File: config.mk
export PLATFORM = sky130hd
export DESIGN_NAME = mvau_weight_loader
export DESIGN_NICKNAME = d
export VERILOG_FILES = /design/src/rtl/mvau_weight_loader_pkg.sv /design/src/rtl/mvau_weight_loader.sv
export SDC_FILE = /design/constraint.sdc
export NUM_CORES = 1
export LEC_CHECK = 0
export BUFFER_PORTS_ARGS = -buffer_cell sky130_fd_sc_hd__buf_2
export CAP_MARGIN = 20
export CORE_AREA = 2 2 39 41
export DETAILED_ROUTE_END_ITERATION = 16
export DIE_AREA = 0 0 41 43
export HOLD_SLACK_MARGIN = 0.15
export PLACE_DENSITY = 0.72
export SYNTH_ARGS = -nofsm -noshare
export SYNTH_HDL_FRONTEND = slang
export SYNTH_SLANG_ARGS = --single-unit
export TNS_END_PERCENT = 1
File: constraint.sdc
create_clock -name aclk -period 1.5 [get_ports aclk]
set_input_delay 0.3 -clock aclk [delete_from_list [all_inputs] [get_ports aclk]]
set_output_delay 0.3 -clock aclk [all_outputs]
set_load 0.01 [all_outputs]
File: src/rtl/mvau_weight_loader_pkg.sv
// mvau_weight_loader_pkg: shared state type and counter-width helper for the weight loader
package mvau_weight_loader_pkg;
  typedef enum logic [1:0] {IDLE, LOAD, DONE} state_e;
  function automatic int cnt_bw(input int n);
    return (n > 1) ? $clog2(n) : 1;
  endfunction
endpackage

File: src/rtl/mvau_weight_loader.sv
// mvau_weight_loader: steers a weight stream into PE memories, address-major / PE-minor
module mvau_weight_loader #(
  parameter int SIMD         = 2,
  parameter int TW           = 1,
  parameter int PE           = 2,
  parameter int WMEM_DEPTH   = 4,
  parameter int WMEM_ADDR_BW = 4
) (
  input  logic                    aclk,
  input  logic                    areset,
  input  logic                    start,
  input  logic [SIMD*TW-1:0]      in_wgt_tdata,
  input  logic                    in_wgt_tvalid,
  output logic                    in_wgt_tready,
  output logic [PE-1:0]           wmem_we,
  output logic [WMEM_ADDR_BW-1:0] wmem_waddr,
  output logic [SIMD*TW-1:0]      wmem_wdata,
  output logic                    busy,
  output logic                    done
);
  import mvau_weight_loader_pkg::*;
  localparam int PCW = cnt_bw(PE);
  state_e state_q, state_d;
  logic [PCW-1:0] pe_cnt_q, pe_cnt_d;
  logic [WMEM_ADDR_BW-1:0] addr_cnt_q, addr_cnt_d, waddr_q, waddr_d;
  logic [PE-1:0] we_q, we_d;
  logic [SIMD*TW-1:0] wdata_q, wdata_d;
  logic hs, pe_wrap, last;
  // addr_cnt parks at WMEM_DEPTH-1 on the last word instead of wrapping
  always_comb begin
    hs = state_q == LOAD && in_wgt_tvalid;
    pe_wrap = pe_cnt_q == PCW'(PE - 1);
    last = hs && pe_wrap && addr_cnt_q == WMEM_ADDR_BW'(WMEM_DEPTH - 1);
    state_d = state_q == IDLE ? (start ? LOAD : IDLE) : state_q == LOAD ? (last ? DONE : LOAD) : IDLE;
    pe_cnt_d = state_q == IDLE ? '0 : hs ? (pe_wrap ? '0 : pe_cnt_q + PCW'(1)) : pe_cnt_q;
    addr_cnt_d = state_q == IDLE ? '0 : (hs && pe_wrap && !last) ? addr_cnt_q + WMEM_ADDR_BW'(1) : addr_cnt_q;
    we_d = hs ? PE'(1) << pe_cnt_q : '0;
    waddr_d = hs ? addr_cnt_q : waddr_q;
    wdata_d = hs ? in_wgt_tdata : wdata_q;
  end
  always_ff @(posedge aclk or posedge areset) begin
    if (areset) begin
      state_q <= IDLE;
      pe_cnt_q <= '0;
      addr_cnt_q <= '0;
      we_q <= '0;
      waddr_q <= '0;
      wdata_q <= '0;
    end else begin
      state_q <= state_d;
      pe_cnt_q <= pe_cnt_d;
      addr_cnt_q <= addr_cnt_d;
      we_q <= we_d;
      waddr_q <= waddr_d;
      wdata_q <= wdata_d;
    end
  end
  assign in_wgt_tready = state_q == LOAD;
  assign busy = state_q != IDLE;
  assign done = state_q == DONE;
  assign wmem_we = we_q;
  assign wmem_waddr = waddr_q;
  assign wmem_wdata = wdata_q;
endmodule

# Word-level counts from Yosys, hierarchy flattened

Cells that the tools add are included.

Bits of input ports: 6
Flip-flop bits (word level): 15
Logic and storage cells: 31
Output and inout bits: 11

Shifts and indexed selects: 1
Reduce and logical (&&, ||, !) cells: 9
Add/sub/neg operators: 2
Equality and inequality tests: 3
Muxes and demuxes: 10

Operators by type and width:

| operator              | number |
|---|---|
| $mux W2               | 4 |
| $mux W4               | 2 |
| $reduce_bool A2 Y1    | 3 |
| $add A4 B1 Y4 const B | 1 |
| $eq A4 B2 Y1 const B  | 1 |
| $logic_and A1 B1 Y1   | 4 |
| $mux W1               | 4 |
| $eq A2 B1 Y1 const B  | 1 |
| $eq A2 B2 Y1 const B  | 1 |
| $logic_not A2 Y1      | 1 |
| $shl A1 B1 Y2 const A | 1 |
| $add A1 B1 Y1 const B | 1 |
| $logic_not A1 Y1      | 1 |

# Depth between registers and ports, before layout

Depth in word-level cells: 8
Mapped depth: 4
Mapped depth without buffers: 4

# Worst setup path before layout

Ideal clock, no wire load.

Path kind: flip-flop to flip-flop
Start point: register addr_cnt_q[0]
End point: register addr_cnt_q[1]
Arrival: 1245 ps
Data required time: 1380 ps
Clock period less this slack: 1364 ps
Stages on the path, launching flop included: 5
Setup slack: 136 ps
Setup time: 120 ps
Cell sequence: dfrtp_1 -> ha_1 -> or3b_1 -> and3_1 -> a31o_1

Cells in the longest elaborated chain, start to end: 5

Ends and longest elaborated chain:

| what                                                  | line                     | text |
|---|---|---|
| from (decl)                                           | mvau_weight_loader.sv:25 | `logic [WMEM_ADDR_BW-1:0] addr_cnt_q, addr_cnt_d, waddr_q, waddr_d;` |
| from (signal assigned)                                | mvau_weight_loader.sv:52 | `addr_cnt_q <= addr_cnt_d;` |
| branches (longest 5 deep; another with $add A4 B1 Y4) | n/a                      |  |

Several ways; the timed one is not identified. The select of a mux whose other input is x is not followed.
A chain may end at the register's enable or synchronous reset.

# Final worst setup path

Start point: register state_q[1]
End point: output busy

Cells in the longest elaborated chain, start to end: 1

Ends and longest elaborated chain:

| what                   | line                     | text |
|---|---|---|
| from (decl)            | mvau_weight_loader.sv:23 | `state_e state_q, state_d;` |
| from (signal assigned) | mvau_weight_loader.sv:50 | `state_q <= state_d;` |
| $reduce_bool A2 Y1     | mvau_weight_loader.sv:59 | `assign busy = state_q != IDLE;` |
| to (decl)              | mvau_weight_loader.sv:18 | `output logic busy,` |

No other way between the ends.

==> impl_metrics.py <==
metrics = {
    "global_routing": {
        "grt_max_degree": 16,
        "antenna_found_initial": 0,
        "grt_pass1_vias": 362,
        "grt_overflow": 0,
        "grt_usage_pct": 13.99,
        "grt_pass1_wl_um": 1593,
    },
    "clock_network": {
        "cts_buffers": 3,
        "clkTransAtPathRegs_ns": 0.08,
        "cts.path.max_buffers": 2,
        "clockRootBuffer": "clkbuf_4",
        "clock_latency_ns": 0.28,
        "cts_max_level": 1,
        "cts_tree": "built",
        "clock-sinks": 15,
    },
    "detailed_routing": {
        "post_drt_wl_per_cell_um": 11.12,
        "ant_nets": 0,
        "viasPerCell": 4.977,
        "drtPass1Iterations": 2,
        "drc_errors": 0,
        "drtIter0Drc": 2,
        "vias": 428,
        "finalWirelength_um": 956,
    },
    "synthesis": {
        "synthDistinctLibCells": 22,
        "yosys.area.top_type": "dfrtp_1",
        "syn_area_um2": 615.6,
        "synth_common_cells": "dfrtp_1, mux2_2, nand2_1, nor2b_1",
        "netlist_instances": 49,
        "synth_ff_type": "dfrtp_1",
        "yosys_warnings": 0,
        "synth_nets": 56,
        "synthTopCellsByArea": "dfrtp_1, mux2_2, mux2i_1, nor2b_1, nand2_1",
        "synth-edff-count": 0,
        "synth_seq_cells": 15,
        "avgSynthCellArea_um2": 12.56,
        "async_flop_share_pct": 100.0,
        "synth_top_area_share_pct": 60.98,
        "ys_seq_area_share_pct": 60.98,
        "post-synth-top-count-cell": "dfrtp_1",
    },
    "cells_and_area": {
        "design_area_um2": 763.2,
        "syn_to_final_growth_pct": 23.98,
        "fill_cells": 132,
        "regArea_um2": 375.4,
        "nNetsFinal": 78,
        "layout-drive-gt1-share_pct": 41.43,
        "multiInputGateArea_um2": 232.7,
        "diodes": 0,
    },
    "timing": {
        "fin_skew_ns": 0.003587,
        "relSlewSlack_pct": 64.72,
        "tightestPinTransition_ns": 0.5287,
        "period_share_pct": 95.79,
        "final-hold-violation-count": 0,
        "worst_slack_ns": 0.06313,
        "fmax_mhz": 696.0,
        "finalSetupViolations": 0,
        "drv_slew": 0,
        "final.setup.tns_ns": 0,
        "period_needed_ns": 1.437,
    },
    "power_and_ir_drop": {
        "power.leakage_nw": 0.3955,
        "ir_drop_v": 0.0008296,
        "p_per_area_mw_per_mm2": 1927,
    },
    "floorplanning": {
        "row_count": 14,
        "core_mm2": 0.001384,
        "fp.dieW_um": 41,
        "io_pins": 17,
        "start_util_pct": 44.48,
        "die_area_mm2": 0.001763,
        "die_h_um": 43,
    },
    "critical_path": {
        "cp.arrival_ns": 1.14,
        "cp_cell_sequence": "or2_4 -> buf_2",
        "critPathCaptureType": "primary output",
        "cp-start-kind": "register",
        "worst-path-max-fanout": 6,
        "critPathTopFamily": "flip-flops",
        "critPathKind": "register to primary output",
        "worst_path_largest_cell_delay_ns": 0.42,
        "slowest_stage": "dfrtp_1",
        "cp_num_buf_inv": 1,
        "required_ns": 1.20,
    },
    "min_path": {
        "holdCritPathClass": "primary input to register",
    },
    "placed_design": {
        "placed_area_um2": 714.4,
        "post-place-ws_ns": 0.07164,
        "place_congestion": 0.6735,
        "port_buffers": 16,
    },
    "run_status": {
        "outcome": "finished clean",
    },
    "job": {
        "drv_cap": 0,
    },
}
==> logic make-up after synthesis <==
group	count (synthesis)	synth area share [%]
buf+inv	3	2.031
fa+ha+maj	1	2.032
compound gates	3	3.252
flops	15	60.98
simple gates	19	17.48
mux	8	14.23
==> state kept, by name, summed over array words and instances (netlist names) <==
register	count
addr_cnt_q	4
wmem_waddr	4
pe_cnt_q	1
wmem_wdata	2
wmem_we	2
state_q	2
==> worst reg2reg max path: stages, from the launching register on <==
cell	delay, ns
dfrtp_1	0.38
ha_1	0.18
or3b_4	0.39
and3_1	0.17
a31o_1	0.18
==> layer usage <==
metal / vias to the layer above / share of wire (%) / GRT usage, %
met1: 199 / 48 / 20.21
met5: - / 0 / 0
met2: 15 / 43 / 18.75
li1: 212 / - / -
met4: 0 / 1.8 / 6.000
met3: 2 / 7.2 / 4.712
==> report_power, final <==
part / leakage [nW] / total (mW) / internal (mW) / switching (mW)
logic: 0.192 / 0.572 / 0.304 / 0.268
registers: 0.189 / 0.678 / 0.569 / 0.109
clock network: 0.0150 / 0.221 / 0.103 / 0.117
==> layout by cell type, fill, tap and decap left out, types with 2 or more instances in the layout <==
cell type  instances
mux2i_1            2
mux2_2             6
clkbuf_4           3
buf_2             16
nand2_1            4
nand3_1            2
nor2b_1            3
nor2_1             2
buf_4              2
dfrtp_1           15
==> repair_timing <==
action / CTS / global route
setup buffers: 0 / 1
resized for setup: 1 / 1
hold buffers: 1 / 0
hold endpoints to repair: 15 / 0
setup endpoints to repair: 1 / 1
pin swaps: 0 / 0
==> path summary, 6_finish.rpt <==
path	to	slack, ns	startpoint	depth (start not counted)
hold / removal	wmem_wdata[1]	0.25	in_wgt_tdata[1]	2
setup / recovery	busy	0.06	state_q[1]	2
hold reg to reg	wmem_we[0]	0.47	pe_cnt_q	1
setup reg to reg	addr_cnt_q[1]	0.09	addr_cnt_q[1]	4
min in group asynchronous	addr_cnt_q[1]	0.60	areset	3
max in group asynchronous	wmem_waddr[3]	0.55	areset	3
==> layout make-up <==
class / instances / area share, %
clock buffer: 4 / 3.443
tap: 16 / 2.623
sequential: 15 / 49.18
multi-input combinational: 31 / 30.49
inverter: 1 / 0.4918
timing repair buffer: 19 / 13.77
==> per-stage QoR <==
step / utilization (%) / hold WS [ns] / total power [mW] / instances
floorplan: - / 0.2015 / 1.034 / 49
global placement: 51.63 / 0.3725 / 1.212 / 80
detailed placement: 51.63 / 0.3705 / 1.234 / 80
CTS: 54.43 / 0.2492 / 1.467 / 85
global route: 55.15 / 0.2365 / 1.606 / 86
finish: 55.15 / 0.2516 / 1.471 / 86
Power figures use the tool's default switching activity.
